$ cat config.mk
export PLATFORM = sky130hd
export DESIGN_NAME = alu_sequencer_flat
export DESIGN_NICKNAME = d
export VERILOG_FILES = /design/src/rtl/alu_sequencer_if.sv /design/src/rtl/alu_sequencer.sv /design/src/flat_wrapper.sv
export SDC_FILE = /design/constraint.sdc
export NUM_CORES = 1
export LEC_CHECK = 0
export CAP_MARGIN = 20
export CORE_AREA = 2 2 86 88
export CTS_BUF_LIST = sky130_fd_sc_hd__clkbuf_8
export DETAILED_ROUTE_END_ITERATION = 6
export DIE_AREA = 0 0 88 90
export PLACE_DENSITY = 0.94
export SKIP_CTS_REPAIR_TIMING = 1
export SYNTH_ARGS = -nofsm -noshare
export SYNTH_HDL_FRONTEND = slang
export SYNTH_SLANG_ARGS = --single-unit
$ cat constraint.sdc
create_clock -name clk -period 2.4 [get_ports clk]
set_input_delay 0.48 -clock clk [delete_from_list [all_inputs] [get_ports clk]]
set_output_delay 0.48 -clock clk [all_outputs]
set_load 0.05 [all_outputs]
$ cat src/rtl/alu_sequencer_if.sv
// Bundle of every sequencer-facing bus: instruction handshake, register file,
// ALU, flags, address handshake and retire/error pulses.
interface alu_sequencer_if;
  logic [15:0] ir_data;
  logic        ir_valid;
  logic        ir_ready;
  logic [2:0]  rf_raddr;
  logic [15:0] rf_rdata;
  logic        rf_we;
  logic [2:0]  rf_waddr;
  logic [15:0] rf_wdata;
  logic [3:0]  alu_s;
  logic [15:0] alu_a;
  logic [15:0] alu_b;
  logic [15:0] alu_out;
  logic [3:0]  alu_flags;
  logic [3:0]  flags;
  logic [15:0] addr_out;
  logic        addr_valid;
  logic        addr_ready;
  logic        done;
  logic        err;

  modport master (
    input  ir_data, ir_valid, rf_rdata, alu_out, alu_flags, addr_ready,
    output ir_ready, rf_raddr, rf_we, rf_waddr, rf_wdata, alu_s, alu_a, alu_b,
           flags, addr_out, addr_valid, done, err
  );

  modport slave (
    output ir_data, ir_valid, rf_rdata, alu_out, alu_flags, addr_ready,
    input  ir_ready, rf_raddr, rf_we, rf_waddr, rf_wdata, alu_s, alu_a, alu_b,
           flags, addr_out, addr_valid, done, err
  );
endinterface

$ cat src/rtl/alu_sequencer.sv
// Multi-cycle sequencer: reads two registers, drives an external ALU, then
// either writes back (class 11) or issues a load/store address (class 00/01).
module alu_sequencer #(
  parameter logic [3:0] CMP_OP = 4'b0101
) (
  input  logic             clk,
  input  logic             n_rst,
  alu_sequencer_if.master  bus
);

  typedef enum logic [2:0] {
    IDLE, READ_A, READ_B, EXEC, WB, ADDR, ILLEGAL
  } state_t;

  state_t      state;
  logic [15:4] ir;
  logic [15:0] ar;
  logic [15:0] br;
  logic [15:0] res;
  logic [3:0]  flags_r;
  logic        ir_ready_r;
  logic [2:0]  rf_raddr_r;
  logic [3:0]  alu_s_r;
  logic        rf_we_r;
  logic        addr_valid_r;
  logic        err_r;
  logic        done_wb_r;

  always_ff @(posedge clk) begin
    if (!n_rst) begin
      state        <= IDLE;
      ir           <= '0;
      ar           <= '0;
      br           <= '0;
      res          <= '0;
      flags_r      <= '0;
      ir_ready_r   <= 1'b1;
      rf_raddr_r   <= '0;
      alu_s_r      <= '0;
      rf_we_r      <= 1'b0;
      addr_valid_r <= 1'b0;
      err_r        <= 1'b0;
      done_wb_r    <= 1'b0;
    end else begin
      rf_we_r   <= 1'b0;
      err_r     <= 1'b0;
      done_wb_r <= 1'b0;
      case (state)
        IDLE: begin
          if (bus.ir_valid) begin
            ir         <= bus.ir_data[15:4];
            ir_ready_r <= 1'b0;
            if (bus.ir_data[15:14] == 2'b10) begin
              state <= ILLEGAL;
              err_r <= 1'b1;
            end else begin
              state      <= READ_A;
              rf_raddr_r <= bus.ir_data[13:11];
              alu_s_r    <= (bus.ir_data[15:14] == 2'b11) ? bus.ir_data[7:4] : 4'b0000;
            end
          end
        end
        READ_A: begin
          ar         <= bus.rf_rdata;
          rf_raddr_r <= ir[10:8];
          state      <= READ_B;
        end
        READ_B: begin
          br    <= bus.rf_rdata;
          state <= EXEC;
        end
        EXEC: begin
          res <= bus.alu_out;
          if (ir[15:14] == 2'b11) begin
            flags_r   <= bus.alu_flags;
            rf_we_r   <= (ir[7:4] != CMP_OP);
            done_wb_r <= 1'b1;
            state     <= WB;
          end else begin
            addr_valid_r <= 1'b1;
            state        <= ADDR;
          end
        end
        WB: begin
          alu_s_r    <= 4'b0000;
          ir_ready_r <= 1'b1;
          state      <= IDLE;
        end
        ADDR: begin
          // Address and valid stay frozen until the memory unit takes them.
          if (bus.addr_ready) begin
            addr_valid_r <= 1'b0;
            alu_s_r      <= 4'b0000;
            ir_ready_r   <= 1'b1;
            state        <= IDLE;
          end
        end
        ILLEGAL: begin
          ir_ready_r <= 1'b1;
          state      <= IDLE;
        end
        default: begin
          addr_valid_r <= 1'b0;
          alu_s_r      <= 4'b0000;
          ir_ready_r   <= 1'b1;
          state        <= IDLE;
        end
      endcase
    end
  end

  // Address retirement completes in the handshake cycle itself, so that DONE
  // term follows ADDR_READY combinationally; write-back DONE is registered.
  assign bus.done       = done_wb_r | ((state == ADDR) & addr_valid_r & bus.addr_ready);
  assign bus.ir_ready   = ir_ready_r;
  assign bus.rf_raddr   = rf_raddr_r;
  assign bus.rf_we      = rf_we_r;
  assign bus.rf_waddr   = ir[13:11];
  assign bus.rf_wdata   = res;
  assign bus.alu_s      = alu_s_r;
  assign bus.alu_a      = ar;
  assign bus.alu_b      = br;
  assign bus.flags      = flags_r;
  assign bus.addr_out   = res;
  assign bus.addr_valid = addr_valid_r;
  assign bus.err        = err_r;

endmodule

$ cat src/flat_wrapper.sv
// flat-port wrapper written by rule: the top's interface ports become plain ports
module alu_sequencer_flat 
#(
  parameter logic [3:0] CMP_OP = 4'b0101
)
  (clk, n_rst, bus_ir_data, bus_ir_valid, bus_rf_rdata, bus_alu_out, bus_alu_flags, bus_addr_ready, bus_ir_ready, bus_rf_raddr, bus_rf_we, bus_rf_waddr, bus_rf_wdata, bus_alu_s, bus_alu_a, bus_alu_b, bus_flags, bus_addr_out, bus_addr_valid, bus_done, bus_err);
  alu_sequencer_if bus_i ();
  input  logic clk;
  input  logic n_rst;
  input wire logic [$bits(bus_i.ir_data)-1:0] bus_ir_data;
  input wire logic [$bits(bus_i.ir_valid)-1:0] bus_ir_valid;
  input wire logic [$bits(bus_i.rf_rdata)-1:0] bus_rf_rdata;
  input wire logic [$bits(bus_i.alu_out)-1:0] bus_alu_out;
  input wire logic [$bits(bus_i.alu_flags)-1:0] bus_alu_flags;
  input wire logic [$bits(bus_i.addr_ready)-1:0] bus_addr_ready;
  output wire logic [$bits(bus_i.ir_ready)-1:0] bus_ir_ready;
  output wire logic [$bits(bus_i.rf_raddr)-1:0] bus_rf_raddr;
  output wire logic [$bits(bus_i.rf_we)-1:0] bus_rf_we;
  output wire logic [$bits(bus_i.rf_waddr)-1:0] bus_rf_waddr;
  output wire logic [$bits(bus_i.rf_wdata)-1:0] bus_rf_wdata;
  output wire logic [$bits(bus_i.alu_s)-1:0] bus_alu_s;
  output wire logic [$bits(bus_i.alu_a)-1:0] bus_alu_a;
  output wire logic [$bits(bus_i.alu_b)-1:0] bus_alu_b;
  output wire logic [$bits(bus_i.flags)-1:0] bus_flags;
  output wire logic [$bits(bus_i.addr_out)-1:0] bus_addr_out;
  output wire logic [$bits(bus_i.addr_valid)-1:0] bus_addr_valid;
  output wire logic [$bits(bus_i.done)-1:0] bus_done;
  output wire logic [$bits(bus_i.err)-1:0] bus_err;
  assign bus_i.ir_data = bus_ir_data;
  assign bus_i.ir_valid = bus_ir_valid;
  assign bus_i.rf_rdata = bus_rf_rdata;
  assign bus_i.alu_out = bus_alu_out;
  assign bus_i.alu_flags = bus_alu_flags;
  assign bus_i.addr_ready = bus_addr_ready;
  assign bus_ir_ready = bus_i.ir_ready;
  assign bus_rf_raddr = bus_i.rf_raddr;
  assign bus_rf_we = bus_i.rf_we;
  assign bus_rf_waddr = bus_i.rf_waddr;
  assign bus_rf_wdata = bus_i.rf_wdata;
  assign bus_alu_s = bus_i.alu_s;
  assign bus_alu_a = bus_i.alu_a;
  assign bus_alu_b = bus_i.alu_b;
  assign bus_flags = bus_i.flags;
  assign bus_addr_out = bus_i.addr_out;
  assign bus_addr_valid = bus_i.addr_valid;
  assign bus_done = bus_i.done;
  assign bus_err = bus_i.err;
  alu_sequencer #(.CMP_OP(CMP_OP)) u_core (.clk(clk), .n_rst(n_rst), .bus(bus_i));
endmodule
==> out/results.ini <==
[run_status]
outcome=finished clean

[yosys]
synth_area_leader_cell=dfxtp_1
ys_seq_area_share_pct=49.0
syn-num-nets=431
netlist_instances=375
synthFlopType=dfxtp_1
synth-seq-cells=79
async_flop_share_pct=0
synth.distinct_cells=36
yosys_warnings=0
syn_area_sq_um=3230
avgSynthCellArea_sq_um=8.61
synth_top_area_share_pct=49.0
ys_top_cells_by_area=dfxtp_1 (49%), nand2_1 (16%), a21boi_0 (14%), buf_4 (4.9%), o21ai_0 (1.5%)
synthTopCellsByCount=nand2_1 (135), dfxtp_1 (79), a21boi_0 (62), buf_4 (21), clkbuf_1 (11)
synthMostInstantiatedCell=nand2_1
synth-edff-count=0

[layout]
area_growth_pct=46.7
design_area_sq_um=4740
n_antenna_cell=0
fin_nets=538
post-route-util_pct=67.5
drive_gt1_share_pct=5.54

[timing]
clock_skew_ps=10.2
relSlewSlack_pct=37.4
fin_tns_setup_ps=0
hold_viol=0
period_needed_ps=2110
fmax_mhz=473
period_share_pct=88.0
setup_viol=0
worst_pin_slew_ps=938
report.final.slew_viol_count=0
rsz0062_at_grt=no

[power_and_ir_drop]
switching_share_pct=34.0
p_clk_share_pct=31.6
p_leak_uw=0.00166
p_sw_uw=1390
seqPwrFrac_pct=38.2
pwr-share-comb_pct=30.2
internal_power_uw=2710
ir_drop_uv=472
power_per_cell_area_nw_per_um2=865

[floorplanning]
die_y_microns=90
coreArea_sq_um=7020
io_pins=139
initial_utilization_pct=46.0
dieArea_sq_um=7920
std_cell_rows=31
die_x_microns=88

[clocking]
clockBufferDepth=2
cts_buffers=9
htreeDepth=3
cts_tree=yes
clk_pin_slew_ps=80
cts-root-buf=clkbuf_8
insertion_delay_ps=340
clock_sinks=79

[global_route]
antenna_found_initial=0
grt-busiest-layer=met2
grt_util_met1_pct=24.8
grt_pass1_wl_microns=13300
grtUsageTotal_pct=21.1
use_met2_pct=36.5
grt_util_met3_pct=3.21
grt_max_degree=50
grt-ovfl-total=0
grt_pass1_vias=2804

[route]
firstDrtPassIters=4
drtAntennaViolNets=0
wl_per_cell_microns=14.0
route.detailed.drc=0
routed_via_density=4.91
vias=2876
drt_iter0_markers=93
wl_microns=8220

[placement]
port_buffers=134
dp_hpwl_microns=5860
dpl_cell_area_sq_um=4470
gp_congestion=0.782

[flow_run]
cap_violations=0

[setup_path]
end_kind=output port
critPathLaunch=u_core.state[1]
crit_path_max_fanout=15
arrival_ps=1630
startpoint_type=flop
timing.rr.start=u_core.state[1]
crit_type=reg -> out
crit_required_ps=1920

[hold_path]
worstHoldStart=u_core.bus.ir_ready
hold_path.class=reg -> reg

-- power groups by stage --
stage | logic, uW | registers, uW | clock network [uW]
2_1_floorplan | 530 | 1910 | 0
5_1_grt | 1320 | 1580 | 1370
6_report | 1240 | 1570 | 1300
4_1_cts | 1240 | 1560 | 1310
3_5_place_dp | 1240 | 1590 | 0
3_3_place_gp | 1210 | 1580 | 0
-- layer usage --
layer	vias to the layer above	wire (microns)	share of wire (%)
met1	1347	3430	42
met2	81	4240	52
met5	-	0	0
li1	1424	-	-
met4	0	261	3.2
met3	24	289	3.5
-- layout make-up --
cell class | count | area (sq um)
Clock buffer | 10 | 138
Clock inverter | 6 | 133
Fill cell | 536 | 2280
Inverter | 2 | 7.51
Multi-Input combinational cell | 252 | 1370
Sequential cell | 79 | 1580
Tap cell | 99 | 124
Timing Repair Buffer | 138 | 1390
-- through the flow --
step                hold slack (ps)  total power (uW)  cells  worst slack (ps)
floorplan                       435              2440    375               404
global placement                440              2790    570               349
detailed placement              439              2830    570               168
CTS                             456              4110    586               297
global route                    481              4270    586               209
finish                          454              4100    586               287
-- critical path: stages, from the launching register on --
cell,delay [ps]
dfxtp_1,710
nand2b_4,270
o21bai_1,140
buf_12,170
-- final timing paths --
| kind | cells past startpoint | slack [ps] | end |
|---|---|---|---|
| min reg2reg | 1 | 450 | u_core.bus.ir_ready |
| max | 3 | 290 | bus_done |
| max reg2reg | 3 | 440 | u_core.bus.alu_b[5] |
| min | 1 | 450 | u_core.bus.ir_ready |
-- layout by cell type, fill, tap and decap left out, types with 3 or more instances in the layout --
cell type / netlist / layout
o21ai_0: 10 / 10
nor2_1: 4 / 4
bufinv_16: 0 / 4
nand2_1: 135 / 135
a32o_1: 4 / 4
clkdlybuf4s50_1: 0 / 132
dfxtp_1: 79 / 79
a31oi_1: 3 / 3
inv_1: 2 / 3
clkbuf_8: 0 / 10
nor2b_1: 3 / 3
a21boi_0: 62 / 62
buf_4: 21 / 3
a21oi_1: 6 / 6
-- state kept, by name, summed over array words and instances (netlist names), 3 cells and up --
register / count
u_core.bus.addr_out: 16
u_core.bus.alu_a: 16
u_core.bus.alu_b: 16
u_core.bus.alu_s: 4
u_core.bus.flags: 4
u_core.bus.rf_raddr: 3
u_core.ir: 12
u_core.state: 3
-- logic make-up after synthesis --
kind of cell | count (synthesis) | share of synthesized area, %
and+or+nand+nor | 158 | 21.0
AOI/OAI and AO/OA | 94 | 21.4
DFF | 79 | 49.0
buffers and inverters | 44 | 8.71
Power figures use the tool's default switching activity.
